--- config.mk ---
export PLATFORM = sky130hd
export DESIGN_NAME = rtc_alarm
export DESIGN_NICKNAME = d
export VERILOG_FILES = /design/src/rtl/rtc_alarm.sv
export SDC_FILE = /design/constraint.sdc
export NUM_CORES = 1
export LEC_CHECK = 0
export CAP_MARGIN = 30
export CORE_MARGIN = 1
export CORE_UTILIZATION = 41
export DETAILED_ROUTE_END_ITERATION = 8
export PLACE_DENSITY = 0.75
export REMOVE_ABC_BUFFERS = 1
export SLEW_MARGIN = 0
export SYNTH_ARGS = -nofsm -noshare
export SYNTH_HDL_FRONTEND = slang
export SYNTH_SLANG_ARGS = --single-unit
export TNS_END_PERCENT = 5
--- constraint.sdc ---
create_clock -name clk -period 8 [get_ports clk]
set_input_delay 2 -clock clk [delete_from_list [all_inputs] [get_ports clk]]
set_output_delay 2 -clock clk [all_outputs]
set_load 0.01 [all_outputs]
--- src/rtl/rtc_alarm.sv ---
// Alarm comparator for an epoch-seconds timer: one-shot or repeating alarm with
// a level interrupt and a saturating count of repeat matches missed while fired.
module rtc_alarm #(
    parameter int PERIOD_W = 32
) (
    input  logic                clk,
    input  logic                rst,
    input  logic [63:0]         cur_time,
    input  logic                alarm_we,
    input  logic [63:0]         alarm_time,
    input  logic                period_we,
    input  logic [PERIOD_W-1:0] period,
    input  logic                arm,
    input  logic                disarm,
    input  logic                ack,
    output logic                irq,
    output logic [1:0]          state,
    output logic [7:0]          missed
);

    typedef enum logic [1:0] {
        ST_IDLE  = 2'b00,
        ST_ARMED = 2'b01,
        ST_FIRED = 2'b10
    } state_t;

    state_t                state_r;
    state_t                state_nx_s;
    logic                  irq_r;
    logic [7:0]            missed_r;
    logic [7:0]            missed_nx_s;
    logic [63:0]           alarm_r;
    logic [63:0]           alarm_nx_s;
    logic [PERIOD_W-1:0]   period_r;
    logic                  period_nz_s;
    logic                  match_s;
    logic                  advance_s;

    // A write to the alarm register masks the compare for that cycle.
    assign match_s     = (cur_time >= alarm_r) && !alarm_we;
    assign period_nz_s = (period_r != {PERIOD_W{1'b0}});

    // Next-state, missed counter and alarm advance; disarm > arm > ack > match.
    always_comb begin
        state_nx_s  = state_r;
        missed_nx_s = missed_r;
        advance_s   = 1'b0;
        if (disarm) begin
            state_nx_s = ST_IDLE;
        end else if (arm) begin
            state_nx_s  = ST_ARMED;
            missed_nx_s = 8'd0;
        end else if (ack && (state_r == ST_FIRED)) begin
            state_nx_s = period_nz_s ? ST_ARMED : ST_IDLE;
        end else begin
            case (state_r)
                ST_IDLE: begin
                    state_nx_s = ST_IDLE;
                end
                ST_ARMED: begin
                    if (match_s) begin
                        state_nx_s = ST_FIRED;
                        advance_s  = period_nz_s;
                    end else begin
                        state_nx_s = ST_ARMED;
                    end
                end
                ST_FIRED: begin
                    if (match_s && period_nz_s) begin
                        advance_s   = 1'b1;
                        missed_nx_s = (missed_r == 8'hFF) ? 8'hFF : (missed_r + 8'd1);
                    end else begin
                        advance_s = 1'b0;
                    end
                end
                default: begin
                    state_nx_s = ST_IDLE;
                end
            endcase
        end

        if (alarm_we) begin
            alarm_nx_s = alarm_time;
        end else if (advance_s) begin
            alarm_nx_s = alarm_r + 64'(period_r);
        end else begin
            alarm_nx_s = alarm_r;
        end
    end

    // State, interrupt and configuration registers.
    always_ff @(posedge clk or posedge rst) begin
        if (rst) begin
            state_r  <= ST_IDLE;
            irq_r    <= 1'b0;
            missed_r <= 8'd0;
            alarm_r  <= 64'hFFFF_FFFF_FFFF_FFFF;
            period_r <= {PERIOD_W{1'b0}};
        end else begin
            state_r  <= state_nx_s;
            irq_r    <= (state_nx_s == ST_FIRED);
            missed_r <= missed_nx_s;
            alarm_r  <= alarm_nx_s;
            if (period_we) begin
                period_r <= period;
            end else begin
                period_r <= period_r;
            end
        end
    end

    assign irq    = irq_r;
    assign state  = state_r;
    assign missed = missed_r;

endmodule

# Yosys cells after proc, flatten, opt, wreduce, memory -nomap -nowiden
# Cells that the tools add are included.
[totals]
ff_bits = 107
in_bits = 167
out_inout_bits = 11
elab_cells = 42
[op_classes]
add_sub_neg = 2
n_lt_le_gt_ge = 1
eq_ne = 5
mux = 19
n_bitwise = 1
n_reduce_logical = 9
[op_table]
columns = ["op", "count"]
rows = [
  ["$mux 64", 2],
  ["$add 64x32->64", 1],
  ["$ge 64x64->1", 1],
  ["$mux 8", 5],
  ["$reduce_bool 32->1", 1],
  ["$add 8x1->8 const B", 1],
  ["$eq 8x8->1 const B", 1],
  ["$mux 2", 4],
  ["$mux 1", 6],
  ["$reduce_bool 2->1", 3],
  ["$eq 2x2->1 const B", 2],
  ["$pmux 2 s2", 1],
  ["$reduce_and 4->1", 1],
  ["$logic_and 1x1->1", 3],
  ["$eq 2x1->1 const B", 1],
  ["$ne 2x2->1 const B", 1],
  ["$pmux 1 s2", 1],
  ["$logic_not 1->1", 1],
  ["$not 1->1", 1],
]

# Logic depth before layout (Yosys ltp)
# Gate-level depths: netlist of run 1.
[logic_depth]
ltp_word = 10
depth_mapped = 13
mapped_depth_nobuf = 11

# Least setup slack after synthesis of run 1
# No wires, ideal clock.
[synth_path]
path_type = "input to register"
start = "input port cur_time[57]"
end = "register alarm_r[0]"
setup_time_ns = 0.088
arrival_ns = 4.482
required_time_ns = 7.912
setup_slack_ns = 3.430
stages = 12
path_buffers = 3
cell_sequence = "ha_1 and4_1 and4b_1 and4_1 and4_1 a2111oi_2 a21bo_2 buf_2 buf_2 buf_2 mux2i_1 o21ai_1"
[synth_between]
elab_chain_len = 9
elab_cells_between_ends = 10
cone_classes = "1 x order compare; 6 x mux; 3 x reduce/logical"
[synth_rtl]
columns = ["item", "line_no", "source"]
rows = [
  ["start, declared", "8", "input logic [63:0] cur_time,"],
  ["$ge 64x64->1 *", "40", "assign match_s = (cur_time >= alarm_r) && !alarm_we;"],
  ["$logic_and 1x1->1 *", "40", ""],
  ["$logic_and 1x1->1", "69", "if (match_s && period_nz_s) begin"],
  ["$mux 1", "69", ""],
  ["$pmux 1 s2 *", "56", "case (state_r)"],
  ["$mux 1 *", "53", "end else if (ack && (state_r == ST_FIRED)) begin"],
  ["$mux 1 *", "50", "end else if (arm) begin"],
  ["$mux 1 *", "48", "if (disarm) begin"],
  ["$reduce_bool 2->1 (no source line) *", "n/a", ""],
  ["end signal, assigned", "103", "alarm_r <= alarm_nx_s;"],
  ["end, declared", "32", "logic [63:0] alarm_r;"],
]
# Every way passes the cells marked *; elsewhere a longest branch is shown, timed or not.
# A chain may end at the register's enable or synchronous reset.

# Final worst setup path of run 1
[layout_path]
start = "input port cur_time[51]"
end = "register alarm_r[13]"
# Same word-level chain as after synthesis.

==> results.sh, run 1 <==
export IMPL_cts_max_level=3
export IMPL_powerDensity_mw_per_mm2=156
export IMPL_clock_latency_ns=0.37
export IMPL_synth_area_leaders="dfstp_2 19%, ha_1 14%, dfrtp_1 12%"
export IMPL_fillCellCount=1966
export IMPL_synth_cell_area_mm2=0.00892
export IMPL_crit_required_ns=8.30
export IMPL_synth_seq_cells=107
export IMPL_hold_class="reg2reg"
export IMPL_drc=0
export IMPL_cts_setup_buffers=0
export IMPL_clock_root_buffer="clkbuf_16"
export IMPL_cts_buffers=9
export IMPL_hold_start="alarm_r[59]"
export IMPL_grt_ovfl_total=0
export IMPL_grt_use_total_pct=24.1
export IMPL_start_kind="primary input"
export IMPL_final_setup_tns_ns=0
export IMPL_max_freq_ghz=0.183
export IMPL_routedWlPerCell_um=17.7
export IMPL_ctsHoldBuffers=0
export IMPL_fin_util_pct=53.1
export IMPL_worstMarginPinSlew_ns=0.987
export IMPL_gp_congestion=0.925
export IMPL_synth_async_reset_ratio_pct=100
export IMPL_dr_pass1_iters=5
export IMPL_layout_nets=1462
export IMPL_post_route_period_util_pct=68.3
export IMPL_synth_cell_type_count=70
export IMPL_synthFlopType="dfstp_2"
export IMPL_dp_slack_ns=2.16
export IMPL_grt_first_pass_wirelength_um=42200
export IMPL_setup_viol=0
export IMPL_ir_drop_v=0.000113
export IMPL_rsz0062_at_grt="false"
export IMPL_diodes=0
export IMPL_syn_avg_cell_area_um2=8.58
export IMPL_fp_dieH_um=149
export IMPL_grt_max_degree=67
export IMPL_clk_pin_slew_worst_paths_ns=0.08
export IMPL_finalInstanceArea_mm2=0.0112
export IMPL_dieArea_mm2=0.0223
export IMPL_skew_ns=0.00655
export IMPL_die_x_um=149
export IMPL_outcome="finished, final reports clean"
export IMPL_worstSetupPathType="in2reg"
export IMPL_hold_viol_final=0
export IMPL_wl_um=26100
export IMPL_grt_pass1_vias=8406
export IMPL_antenna_left=0
export IMPL_via_per_inst=5.78
export IMPL_power_mw=1.75
export IMPL_core_mm2=0.0212
export IMPL_placed_area_mm2=0.0109
export IMPL_first_iter_violations=498
export IMPL_arrival_ns=5.76
export IMPL_crit_path_max_fanout=33
export IMPL_dp_hpwl_um=20000
export IMPL_tritoncts="built"
export IMPL_synth_largest_area_cell="dfstp_2"
export IMPL_synth_edff_count=0
export IMPL_max_slew_margin_rel_pct=33.7
export IMPL_max_clock_path_buffers=2
export IMPL_period_needed_ns=5.46
export IMPL_io_buffers=177
export IMPL_maxCapViolations=0
export IMPL_rr_startpoint="alarm_r[0]"
export IMPL_cts_sinks=107
export IMPL_final_max_slew_viol_count=0
export IMPL_start_util_pct=42.2
export IMPL_setup_ws_ns=2.54
export IMPL_synth_top_area_share_pct=18.9
export IMPL_netlist_instances=1040
export IMPL_drive_gt1_share_pct=11.7
export IMPL_critPathLaunch="cur_time[51]"
export IMPL_ios=178
export IMPL_critPathCaptureType="flop"
export IMPL_ys_warn_count=0
export IMPL_cts_resized=0
export IMPL_ys_seq_area_share_pct=30.9
export IMPL_leakage_nw=4.71
export IMPL_row_count=53
export IMPL_antenna_found_initial=1
export IMPL_vias=8515
export IMPL_area_growth_synth_to_final_pct=26.0
## state kept, by name, summed over array words and instances (netlist names)
register and cells:
state 2, period_r 32, irq 1, missed 8, alarm_r 64
## where the power goes
group	switching, mW	internal, mW	total (mW)
logic	0.331	0.276	0.607
registers	0.0486	0.611	0.659
clock network	0.228	0.255	0.483
total	0.608	1.14	1.75
## stage by stage
step | instances | hold WS [ns]
CTS | 1474 | 0.519
detailed placement | 1458 | 0.501
global placement | 1456 | 0.493
global route | 1474 | 0.548
finish | 1474 | 0.515
floorplan | 998 | 0.475
## layout by cell type (no fill, tap or decap), types with 5 or more instances in the layout
cell / count
clkdlybuf4s50_1: 176
nand2_1: 100
ha_1: 100
inv_1: 78
nor2_1: 70
a21oi_1: 66
dfstp_2: 64
o21ai_0: 59
dfrtp_1: 43
a31oi_1: 38
nand3_1: 35
mux2_2: 32
nand4_1: 26
or4_1: 24
nor3_1: 23
o31ai_1: 23
mux2i_1: 20
a21o_1: 18
nor4_1: 17
xnor2_1: 16
o211ai_1: 14
xor2_1: 12
nor2b_1: 10
clkbuf_16: 9
nand2b_1: 7
a211oi_1: 7
and2_1: 7
o21bai_1: 7
buf_4: 7
and4_1: 6
a221o_1: 5
or3_1: 5
## critical path: stages
cell	delay, ns
clkdlybuf4s50_1	0.42
ha_1	0.34
and4_1	0.20
and4b_1	0.24
and4_1	0.23
and4_1	0.20
a2111oi_2	0.70
a21bo_2	0.65
buf_12	0.28
nor2_1	0.12
a221o_1	0.36
## kinds of logic (layout without fill, tap and decap cells)
family	after synthesis	after routing	synth area share [%]
AND/OR/NAND/NOR	348	348	19.6
AO/OA/AOI/OAI	282	282	20.7
buffers and inverters	122	281	5.48
flip-flops	107	107	30.9
adder cells (fa/ha/maj)	101	101	14.3
multiplexers	52	52	6.28
XOR/XNOR	28	28	2.75
## layer usage
metal | vias up | global-route usage [%] | part of all wire (%) | routed length, um
met4 | 0 | 8.11 | 2.2 | 569
met3 | 37 | 4.42 | 6.2 | 1630
met5 | - | 0 | 0 | 0
met2 | 292 | 39.7 | 47 | 12200
met1 | 4030 | 31.7 | 45 | 11700
li1 | 4156 | - | - | -
## cell type report
class | instances | area (um^2) | area share, %
clock inverters | 6 | 72.6 | 0.646
well taps | 275 | 344 | 3.06
clock buffers | 10 | 239 | 2.13
flip-flops and latches | 107 | 2760 | 24.5
repair buffers | 185 | 1840 | 16.4
inverters | 80 | 303 | 2.69
multi-input cells | 811 | 5680 | 50.6
## synthesized netlist by cell type, types with 9 or more instances
| master | instances |
|---|---|
| xnor2_1 | 16 |
| inv_1 | 79 |
| nor2b_1 | 10 |
| mux2i_1 | 20 |
| buf_2 | 9 |
| ha_1 | 100 |
| dfstp_2 | 64 |
| nand3_1 | 35 |
| mux2_2 | 32 |
| nor2_1 | 70 |
| o31ai_1 | 23 |
| nand2_1 | 100 |
| a21o_1 | 18 |
| a31oi_1 | 38 |
| clkbuf_1 | 29 |
| o21ai_0 | 59 |
| o211ai_1 | 14 |
| nor4_1 | 17 |
| dfrtp_1 | 43 |
| xor2_1 | 12 |
| or4_1 | 24 |
| nand4_1 | 26 |
| a21oi_1 | 66 |
| nor3_1 | 23 |
## path summary, 6_finish.rpt
check / endpoint / slack (ns) / cells after the start
worst max-delay path: alarm_r[13] / 2.54 / 11
worst min-delay path: alarm_r[59] / 0.52 / 2
worst max register to register: alarm_r[56] / 3.80 / 11
worst min register to register: alarm_r[59] / 0.52 / 2
max in group asynchronous: period_r[19] / 4.73 / 3
min in group asynchronous: state[1] / 2.05 / 2
Power figures use the tool's default switching activity.
==> run 2: changes to the inputs <==
Settings changed: PLACE_DENSITY 0.75 to 0.77.
Clock period 8 ns to 4.7 ns, I/O delays scaled along.
==> results.sh, run 2 (same netlist as run 1, synthesis figures left out) <==
export IMPL_outcome="finished, final reports clean"
export IMPL_drc=0
export IMPL_fillCellCount=1939
export IMPL_grt_pass1_vias=8241
export IMPL_final_common_cell="clkdlybuf4s50_1"
export IMPL_fp_dieH_um=149
export IMPL_antenna_found_initial=1
export IMPL_max_clock_path_buffers=2
export IMPL_ctsHoldBuffers=0
export IMPL_critPathLaunch="cur_time[57]"
export IMPL_grt_ovfl_total=0
export IMPL_clock_latency_ns=0.36
export IMPL_layout_nets=1467
export IMPL_crit_required_ns=4.99
export IMPL_routedWlPerCell_um=17.6
export IMPL_clock_root_buffer="clkbuf_16"
export IMPL_hold_class="reg2reg"
export IMPL_regToRegSetupSlack_ns=0.56
export IMPL_hold_path_depth=2
export IMPL_tritoncts="built"
export IMPL_top_register="alarm_r"
export IMPL_powerDensity_mw_per_mm2=257
export IMPL_dp_hpwl_um=20400
export IMPL_drive_gt1_share_pct=11.9
export IMPL_max_freq_ghz=0.239
export IMPL_ir_drop_v=0.000181
export IMPL_clk_pin_slew_worst_paths_ns=0.08
export IMPL_io_buffers=177
export IMPL_wl_um=26000
export IMPL_post_route_period_util_pct=89.0
export IMPL_skew_ns=0.0133
export IMPL_arrival_ns=4.48
export IMPL_hold_viol_final=0
export IMPL_dieArea_mm2=0.0223
export IMPL_cts_resized=0
export IMPL_gp_congestion=0.906
export IMPL_area_growth_synth_to_final_pct=26.3
export IMPL_antenna_left=0
export IMPL_setup_viol=0
export IMPL_start_kind="primary input"
export IMPL_start_util_pct=42.2
export IMPL_grt_first_pass_wirelength_um=41400
export IMPL_vias=8565
export IMPL_cts_max_level=3
export IMPL_ios=178
export IMPL_row_count=53
export IMPL_r2r_cells=11
export IMPL_rsz0062_at_grt="false"
export IMPL_critPathCaptureType="flop"
export IMPL_worstSetupPathType="in2reg"
export IMPL_fin_util_pct=53.3
export IMPL_worstMarginPinSlew_ns=0.890
export IMPL_cts_setup_buffers=0
export IMPL_final_cell_mix="176 x clkdlybuf4s50_1, 100 x nand2_1, 100 x ha_1, 78 x inv_1, 70 x nor2_1"
export IMPL_dr_pass1_iters=5
export IMPL_die_x_um=149
export IMPL_grt_use_total_pct=23.6
export IMPL_maxCapViolations=0
export IMPL_rr_endpoint="alarm_r[56]"
export IMPL_endpoint="alarm_r[13]"
export IMPL_largest_reg_flops=64
export IMPL_grt_max_degree=70
export IMPL_max_slew_margin_rel_pct=40.2
export IMPL_period_needed_ns=4.18
export IMPL_first_iter_violations=618
export IMPL_core_mm2=0.0212
export IMPL_leakage_nw=4.72
export IMPL_final_max_slew_viol_count=0
export IMPL_cts_buffers=9
export IMPL_crit_path_max_fanout=8
export IMPL_via_per_inst=5.79
export IMPL_rr_startpoint="alarm_r[0]"
export IMPL_cts_sinks=107
export IMPL_power_mw=2.89
[run 2: worst max-delay path: stages]
cell	delay, ns
clkdlybuf4s50_1	0.41
ha_1	0.31
and4_1	0.24
and4b_1	0.22
and4_1	0.23
and4_1	0.19
a2111oi_2	0.70
a21bo_2	0.32
buf_4	0.20
nor2_1	0.12
a221o_1	0.35
[run 2: metrics by stage]
stage	TNS [ns]	std cells	cell area [um^2]	setup slack (ns)	hold WS [ns]
finish	0	1480	11300	0.516	0.512
global route	0	1479	11300	0.268	0.521
CTS	0	1479	11300	0.547	0.516
detailed placement	0	1463	11000	0.166	0.505
global placement	0	1463	11000	0.278	0.495
floorplan	-41.37	998	8730	-1.42	0.475
[run 2: worst min path at each step]
stage | from | end
2_1_floorplan | alarm_r[18] | alarm_r[18]
3_3_place_gp | alarm_r[59] | alarm_r[59]
3_5_place_dp | alarm_r[63] | alarm_r[63]
4_1_cts | alarm_r[63] | alarm_r[63]
5_1_grt | alarm_r[63] | alarm_r[63]
6_report | alarm_r[63] | alarm_r[63]
[run 2: area by class of cell]
| cell class | count | area [um^2] | area share, % |
|---|---|---|---|
| Multi-Input combinational cell | 811 | 5680 | 50.5 |
| Antenna cell | 1 | 2.50 | 0.0222 |
| Sequential cell | 107 | 2760 | 24.5 |
| Tap cell | 275 | 344 | 3.05 |
| Clock buffer | 11 | 233 | 2.07 |
| Inverter | 80 | 303 | 2.69 |
| Timing Repair Buffer | 190 | 1900 | 16.9 |
| Clock inverter | 5 | 38.8 | 0.344 |
[run 2: power by group]
part / internal [mW] / switching, mW / total (mW)
registers: 1.04 / 0.0824 / 1.12
clock network: 0.364 / 0.368 / 0.732
logic: 0.472 / 0.564 / 1.04
[run 2: layer usage]
| layer | up-vias | share of wire (%) | wire length (um) | global-route usage (%) |
|---|---|---|---|---|
| met1 | 4046 | 44 | 11600 | 30.7 |
| met5 | - | 0 | 0 | 0 |
| met2 | 295 | 46 | 12000 | 38.9 |
| met4 | 0 | 2.7 | 694 | 8.47 |
| li1 | 4179 | - | - | - |
| met3 | 45 | 6.7 | 1750 | 4.36 |
